--- src/rtl/sad_best_select.sv ---
// Accumulates ROWS rows of five candidate SADs per block, then scans the block
// totals one per cycle and presents the minimum-cost candidate on a valid/ready port.
module sad_best_select #(
  parameter int ROWS  = 8,
  parameter int ACC_W = 16
) (
  input  logic             clk,
  input  logic             rst_n,
  input  logic             sad_valid,
  input  logic [59:0]      sad,
  output logic             in_ready,
  input  logic             blk_abort,
  output logic             best_valid,
  output logic [2:0]       best_idx,
  output logic [ACC_W-1:0] best_sad,
  input  logic             out_ready
);

  typedef enum logic [1:0] {ACC, SEL, OUT} state_t;

  localparam int CNT_W = (ROWS > 1) ? $clog2(ROWS) : 1;

  state_t           state, state_nxt;
  logic [ACC_W-1:0] acc [5];
  logic [CNT_W-1:0] row_cnt;
  logic [2:0]       scan;
  logic [2:0]       cand;
  logic [ACC_W-1:0] cand_sad;
  logic             accept, last_row, handshake;

  function automatic logic [ACC_W-1:0] sat_add(input logic [ACC_W-1:0] a,
                                                input logic [11:0]      b);
    logic [ACC_W:0] s;
    s = {1'b0, a} + (ACC_W+1)'(b);
    return s[ACC_W] ? '1 : s[ACC_W-1:0];
  endfunction

  // Both handshake-ready outputs decode the state register only, so no input
  // reaches an output combinationally.
  assign in_ready   = (state == ACC);
  assign best_valid = (state == OUT);
  assign accept     = sad_valid && in_ready;
  assign handshake  = best_valid && out_ready;
  assign last_row   = (row_cnt == CNT_W'(ROWS - 1));

  // Scan order 2,1,3,0,4 puts full-pel first so it wins every tie.
  always_comb begin
    // NOTE: every always_comb output gets a default first so no latch is inferred.
    cand = 3'd2;
    case (scan)
      3'd0:    cand = 3'd2;
      3'd1:    cand = 3'd1;
      3'd2:    cand = 3'd3;
      3'd3:    cand = 3'd0;
      3'd4:    cand = 3'd4;
      default: cand = 3'd2;
    endcase
    cand_sad = acc[cand];
  end

  always_comb begin
    state_nxt = state;
    case (state)
      ACC:     if (!blk_abort && accept && last_row) state_nxt = SEL;
      SEL:     if (blk_abort)                        state_nxt = ACC;
               else if (scan == 3'd4)                state_nxt = OUT;
      OUT:     if (handshake)                        state_nxt = ACC;
      default: state_nxt = ACC;
    endcase
  end

  always_ff @(posedge clk or negedge rst_n) begin
    if (!rst_n) begin
      state    <= ACC;
      row_cnt  <= '0;
      scan     <= '0;
      best_idx <= '0;
      best_sad <= '0;
      // NOTE: the five accumulators are plain flops, not a RAM, so resetting them is cheap and required.
      for (int k = 0; k < 5; k++) acc[k] <= '0;
    end else begin
      state <= state_nxt;
      case (state)
        ACC: begin
          if (blk_abort) begin
            row_cnt <= '0;
            scan    <= '0;
            for (int k = 0; k < 5; k++) acc[k] <= '0;
          end else if (accept) begin
            for (int k = 0; k < 5; k++) acc[k] <= sat_add(acc[k], sad[12*k +: 12]);
            row_cnt <= last_row ? '0 : row_cnt + 1'b1;
            scan    <= '0;
          end
        end
        SEL: begin
          if (blk_abort) begin
            row_cnt <= '0;
            scan    <= '0;
            for (int k = 0; k < 5; k++) acc[k] <= '0;
          end else begin
            if (scan == 3'd0 || cand_sad < best_sad) begin
              best_sad <= cand_sad;
              best_idx <= cand;
            end
            scan <= scan + 3'd1;
          end
        end
        OUT: begin
          if (handshake) for (int k = 0; k < 5; k++) acc[k] <= '0;
        end
        default: ;
      endcase
    end
  end

endmodule

--- config.mk ---
export PLATFORM = sky130hd
export DESIGN_NAME = sad_best_select
export DESIGN_NICKNAME = d
export VERILOG_FILES = /design/src/rtl/sad_best_select.sv
export SDC_FILE = /design/constraint.sdc
export NUM_CORES = 1
export LEC_CHECK = 0
export CELL_PAD_IN_SITES_DETAIL_PLACEMENT = 0
export CELL_PAD_IN_SITES_GLOBAL_PLACEMENT = 1
export CORE_MARGIN = 2
export CORE_UTILIZATION = 44
export DETAILED_ROUTE_END_ITERATION = 10
export PLACE_DENSITY_LB_ADDON = 0.3
export SYNTH_ARGS = -nofsm -noshare
export SYNTH_HDL_FRONTEND = slang
export SYNTH_SLANG_ARGS = --single-unit
--- constraint.sdc ---
create_clock -name clk -period 4.6 [get_ports clk]
set_input_delay 0.46 -clock clk [delete_from_list [all_inputs] [get_ports clk]]
set_output_delay 0.46 -clock clk [all_outputs]
set_load 0.05 [all_outputs]
After elaboration in Yosys (flattened, before gate mapping)

Index checks and enable logic that the tools add are counted.

$add $sub $neg: 7
Order comparisons: 2
Equal/unequal tests: 12
Multiplexer cells: 28
Bitwise logic cells: 2
Reduce and logical (&&, ||, !) cells: 15

Operators with widths:

| operator                                                  | count |
|---|---|
| 2-to-1 mux 80 bit                                         | 4 |
| one-hot mux 80 bit (3 select lines)                       | 1 |
| 2-to-1 mux 16 bit                                         | 7 |
| adder 16 x 12 -> 17 bit                                   | 5 |
| binary-select mux 16 bit (select 3 bit)                   | 1 |
| 2-to-1 mux 3 bit                                          | 7 |
| less-than comparator 16 bit                               | 1 |
| one-hot mux 3 bit (2 select lines)                        | 2 |
| one-hot mux 3 bit (4 select lines)                        | 1 |
| AND reduction 3 bit                                       | 3 |
| 2-to-1 mux 2 bit                                          | 4 |
| adder 3 x 1 -> 3 bit (second input constant)              | 2 |
| == test 3 x 2 -> 1 bit (second input constant)            | 2 |
| == test 3 bit (second input constant)                     | 2 |
| one-hot mux 2 bit (3 select lines)                        | 1 |
| greater-or-equal comparator 4 bit (second input constant) | 1 |
| logical AND 1 bit                                         | 4 |
| != test 2 x 1 -> 1 bit (second input constant)            | 2 |
| NOT 3 -> 4 bit                                            | 1 |
| AND reduction 4 bit                                       | 1 |
| == test 3 x 1 -> 1 bit (second input constant)            | 1 |
| zero test 3 bit                                           | 1 |
| != test 3 x 1 -> 1 bit (second input constant)            | 1 |
| != test 3 bit (second input constant)                     | 1 |
| other kinds (10)                                          | 10 |

Flip-flop bits (word level): 107
Bits of input ports: 65
Output and inout bits: 21
Logic and storage cells: 76

Longest topological paths before layout

Word-level depth: 9
Mapped depth: 18
Mapped depth without buffers: 14

Worst setup path after synthesis

No wires, ideal clock.

Path kind: register to register
Start point: register scan[0]
End point: register best_sad[3]
Setup time: 0.125 ns
Arrival time: 3.603 ns
Required time: 4.475 ns
Slack: 0.872 ns
Cell stages (with the launch flop): 17
Buffers on the path: 3
Period minus slack after synthesis: 3.728 ns
Path through: dfrtp_1 -> ha_1 -> ha_1 -> nor2_1 -> o31ai_2 -> clkbuf_1 -> buf_2 -> a311oi_1 -> a21o_1 -> ha_1 -> a21o_1 -> a21oi_1 -> o221ai_1 -> a211o_1 -> a21oi_4 -> buf_6 -> mux2_2

Cells in the longest elaborated chain, start to end: 9
Elaborated cells on any way between the ends: 13
Those cells by class: order compare (1); eq/ne (4); mux (4); bitwise (1); reduce/logical (3)

Ends and longest elaborated chain:

| item                                                    | line | RTL |
|---|---|---|
| start, declared                                         | 26   | `logic [2:0] scan;` |
| start signal, assigned                                  | 105  | `scan <= scan + 3'd1;` |
| == test 3 bit (tied with other cells)                   | 50   | `case (scan)` |
| one-hot mux 3 bit (4 select lines) *                    | 50   |  |
| NOT 3 -> 4 bit (implied by the code) *                  | 58   | `cand_sad = acc[cand];` |
| binary-select mux 16 bit (select 3 bit) *               | 58   |  |
| 2-to-1 mux 16 bit (implied by the code) * (2 in series) | 58   |  |
| net cand_sad[2]                                         | 28   | `logic [ACC_W-1:0] cand_sad;` |
| less-than comparator 16 bit *                           | 101  | `if (scan == 3'd0 \|\| cand_sad < best_sad) begin` |
| logical OR 1 bit *                                      | 101  |  |
| AND reduction 3 bit (no line) *                         | -    |  |
| end signal, assigned                                    | 102  | `best_sad <= cand_sad;` |
| end, declared                                           | 15   | `output logic [ACC_W-1:0] best_sad,` |

Mark *: on every way through the listed nets, which the timed path passes. The rest lies on a longest branch. The select of a mux whose other input is x is not followed.
A chain may end at the register's enable or synchronous reset.

Worst setup path after layout

Ends and elaborated chain as after synthesis.

==> PnR_summary.wiki <==
{| class="wikitable"
! Metric !! Value
|-
| Outcome || completed
|-
| Number of nets with antenna violations after routing || 0
|-
| Detailed router's first-iteration violation count || 375
|-
| Clock latency of the later-clocked register in the worst-skew pair || 360 ps
|-
| Fraction of synthesis flops using an asynchronous set or reset pin || 100%
|-
| Final critical path time including I/O delays and setup || 4100 ps
|-
| Critical path endpoint category || flop
|-
| PD cells || 550 nW/um^2
|-
| Combined flip-flop and latch cell area || 2680 um^2
|-
| First-pass GRT wire length || 37100 um
|-
| Relative area change from synthesis to final layout || 17.2%
|-
| Dpl cells || 1276
|-
| Library cell with the largest summed area after synthesis || dfrtp_1
|-
| Worst slew margin relative to its limit || 26.3%
|-
| TritonRoute pass-1 iters || 5
|-
| Worst setup path startpoint || scan[0]
|-
| Mean instance size in the synthesized netlist || 8.60 um^2
|-
| Static Leak || 4.53 nW
|-
| Post-synthesis net count || 1135
|-
| Achievable Freq || 244 MHz
|-
| Reg-to-reg endpoint || best_sad[3]
|-
| Tightest Pin Transition || 1110 ps
|-
| Multi-input gate area || 5410 um^2
|-
| Count of final max-slew check failures || 0
|-
| TritonCTS Buffers || 9
|-
| Master cell of the clock root buffer || clkbuf_16
|-
| Die Y-Extent || 142 um
|-
| Number of cell instances on the worst register-to-register path || 15
|-
| Global routing usage summed across all routing layers || 23.3%
|-
| Internal Power || 2.94 mW
|-
| Clock network fraction of total power || 15.9%
|-
| Required time worst endpoint || 4840 ps
|-
| Number of enable flip-flop cells after synthesis || 0
|-
| Number of global-route vias before repair || 7041
|-
| Sw power || 2.49 mW
|-
| Routed WL || 23000 um
|-
| Top cells by area in the synthesized netlist || dfrtp_1, ha_1, nand2_1, o21ai_0, a21oi_1
|-
| Fillers || 1762
|-
| Switching part of the total power || 45.8%
|-
| Count of unique library cells instantiated by Yosys || 77
|-
| Worst vdd ir || 250 uV
|-
| Synth warn || 0
|-
| Ant diodes || 0
|-
| Pin count of the biggest net entering global routing || 55
|-
| Last weighted congestion value of the routability-driven placer || 0.881
|-
| Most used cells in the layout excluding fill and tap cells || nand2_1, dfrtp_1, ha_1
|-
| Share of the yosys chip area belonging to registers || 31.8%
|-
| Post-synth top flop || dfrtp_1
|-
| Drc violations || 0
|-
| Number of maximum-capacitance constraint violations || 0
|-
| Core area || 18800 um^2
|-
| Most common cell after layout, fill and taps aside || nand2_1
|-
| Share of final-layout standard cells stronger than drive strength 1 || 6.14%
|-
| Data arrival at the endpoint of the critical path || 4340 ps
|-
| Routed wire length per instance || 17.8 um
|-
| Number of vias per cell || 5.77
|-
| Finished Layout Cells || 1293
|-
| WS Path Type || flop to flop
|-
| Period Utilization, post-route || 89.1%
|-
| Seq pwr share || 26.8%
|-
| Number of storage elements in the synthesis netlist || 107
|-
| TritonCTS sink count || 107
|-
| Setup Skew || 7.56 ps
|-
| Number of nets in the layout || 1210
|-
| Initial Utilization || 44.8%
|-
| HP Class || primary input to asynchronous set/reset pin
|-
| Combinational Power Share || 57.4%
|-
| Clock-pin slew reported for the worst setup and hold paths after clock tree synthesis || 70 ps
|-
| Setup TNS after final layout || 0 ps
|-
| Summed instance area of the synthesized netlist || 8420 um^2
|-
| Startpoint of the worst register-to-register path || scan[0]
|-
| Worst reg2reg setup slack || 500 ps
|-
| Post-synthesis cell count || 979
|-
| Setup repair after global routing missed its margin || no
|-
| Post-synth top area share || 31.8%
|-
| Initial antenna violation count || 0
|-
| Type of origin of the critical path || flop
|-
| TritonCTS clock tree || yes
|-
| Overall via count from detail_route || 7463
|-
| Dpl hpwl || 17600 um
|-
| Crit Path Max Fanout || 28
|-
| Total of cells resized after clock tree synthesis || 0
|-
| Post-CTS setup repair buffer count || 0
|-
| Hold-fix buffers at CTS || 1
|-
| Number of hold violations in the final report || 0
|-
| Total number of H-tree levels || 3
|-
| Number of buffers on the longest clock path || 2
|-
| Number of failing setup endpoints in the final timing report || 0
|-
| I/O pin total || 86
|-
| Total congestion overflow || 0
|-
| Number of buffers inserted by port buffering || 85
|-
| Rows || 50
|-
| DIE AREA || 20300 um^2
|-
| DIE WIDTH || 142 um
|}
-- metrics by stage --
stage / area (um^2) / utilization [%] / hold slack (ps) / setup WS (ps) / power [mW]
4_1_cts: 9860 / 52.5 / 462 / 509 / 5.43
2_1_floorplan: 8420 / - / 164 / 872 / 3.68
5_1_grt: 9860 / 52.5 / 482 / 200 / 5.86
3_3_place_gp: 9520 / 50.7 / 288 / 671 / 4.52
6_report: 9860 / 52.5 / 469 / 502 / 5.43
3_5_place_dp: 9520 / 50.7 / 289 / 531 / 4.55
-- final cells by class --
cell class	instances	area share, %
Clock buffer	11	2.56
Clock inverter	5	0.761
Inverter	49	1.87
Multi-Input combinational cell	786	54.8
Sequential cell	107	27.2
Tap cell	234	2.97
Timing Repair Buffer	101	9.85
-- cell usage after synthesis (8+ instances only) --
| cell type | instances |
|---|---|
| nand2b_1 | 15 |
| a31oi_1 | 11 |
| xnor2_1 | 30 |
| clkbuf_1 | 26 |
| a221o_1 | 10 |
| a311oi_1 | 14 |
| nand4_1 | 9 |
| ha_1 | 86 |
| a21o_1 | 28 |
| inv_1 | 49 |
| dfrtp_1 | 107 |
| o21ai_0 | 85 |
| o21a_1 | 12 |
| nand3_1 | 16 |
| and2_1 | 12 |
| o21bai_1 | 10 |
| nor2_1 | 49 |
| xor2_1 | 10 |
| a21oi_1 | 70 |
| a211oi_1 | 22 |
| nor3_1 | 16 |
| mux2_2 | 14 |
| nor2b_1 | 8 |
| nand2_1 | 145 |
-- critical path, stage by stage, from the launching register on --
cell and delay (ps):
dfrtp_1 440, inv_1 100, ha_1 250, o21ba_1 700
and2_1 230, a211oi_1 40, a311oi_1 400, a21o_1 150
ha_1 240, a21o_1 160, a21oi_1 150, o221ai_1 130
a211o_1 270, a21oi_4 130, buf_4 220, mux2_2 350
-- per-layer routing --
layer  GRT usage [%]  wire length, um
met5               0                0
met3            2.46              731
met2            37.8            10600
met1            33.4            11300
met4            5.84              312
-- worst max path at each step --
stage	endpoint	cells after the start	slack (ps)
4_1_cts	best_sad[3]	15	510
2_1_floorplan	best_sad[3]	16	870
6_report	best_sad[3]	15	500
3_5_place_dp	best_sad[2]	15	530
3_3_place_gp	best_sad[3]	15	670
5_1_grt	best_sad[1]	16	200
-- registers in the layout, indices dropped and copies added (netlist names) --
| register | cells |
|---|---|
| acc | 80 |
| best_sad | 16 |
| best_idx | 3 |
| row_cnt | 3 |
| scan | 3 |
| state | 2 |
-- logic make-up after synthesis --
family	count (synthesis)	synth area share (%)
AO/OA/AOI/OAI	331	26.2
XOR/XNOR	40	4.16
adder cells (fa/ha/maj)	91	14.0
buffers and inverters	86	4.24
flip-flops	107	31.8
multiplexers	22	2.88
AND/OR/NAND/NOR	302	16.7
-- power groups by stage --
stage / Clock (mW) / Combinational (mW) / Sequential (mW)
after CTS: 0.869 / 3.11 / 1.45
after global routing: 0.906 / 3.48 / 1.47
after global placement: 0 / 3.05 / 1.47
final: 0.861 / 3.11 / 1.45
after floorplan: 0 / 2.17 / 1.51
after detailed placement: 0 / 3.09 / 1.47
Note: power is estimated with default switching activity, not from simulation.
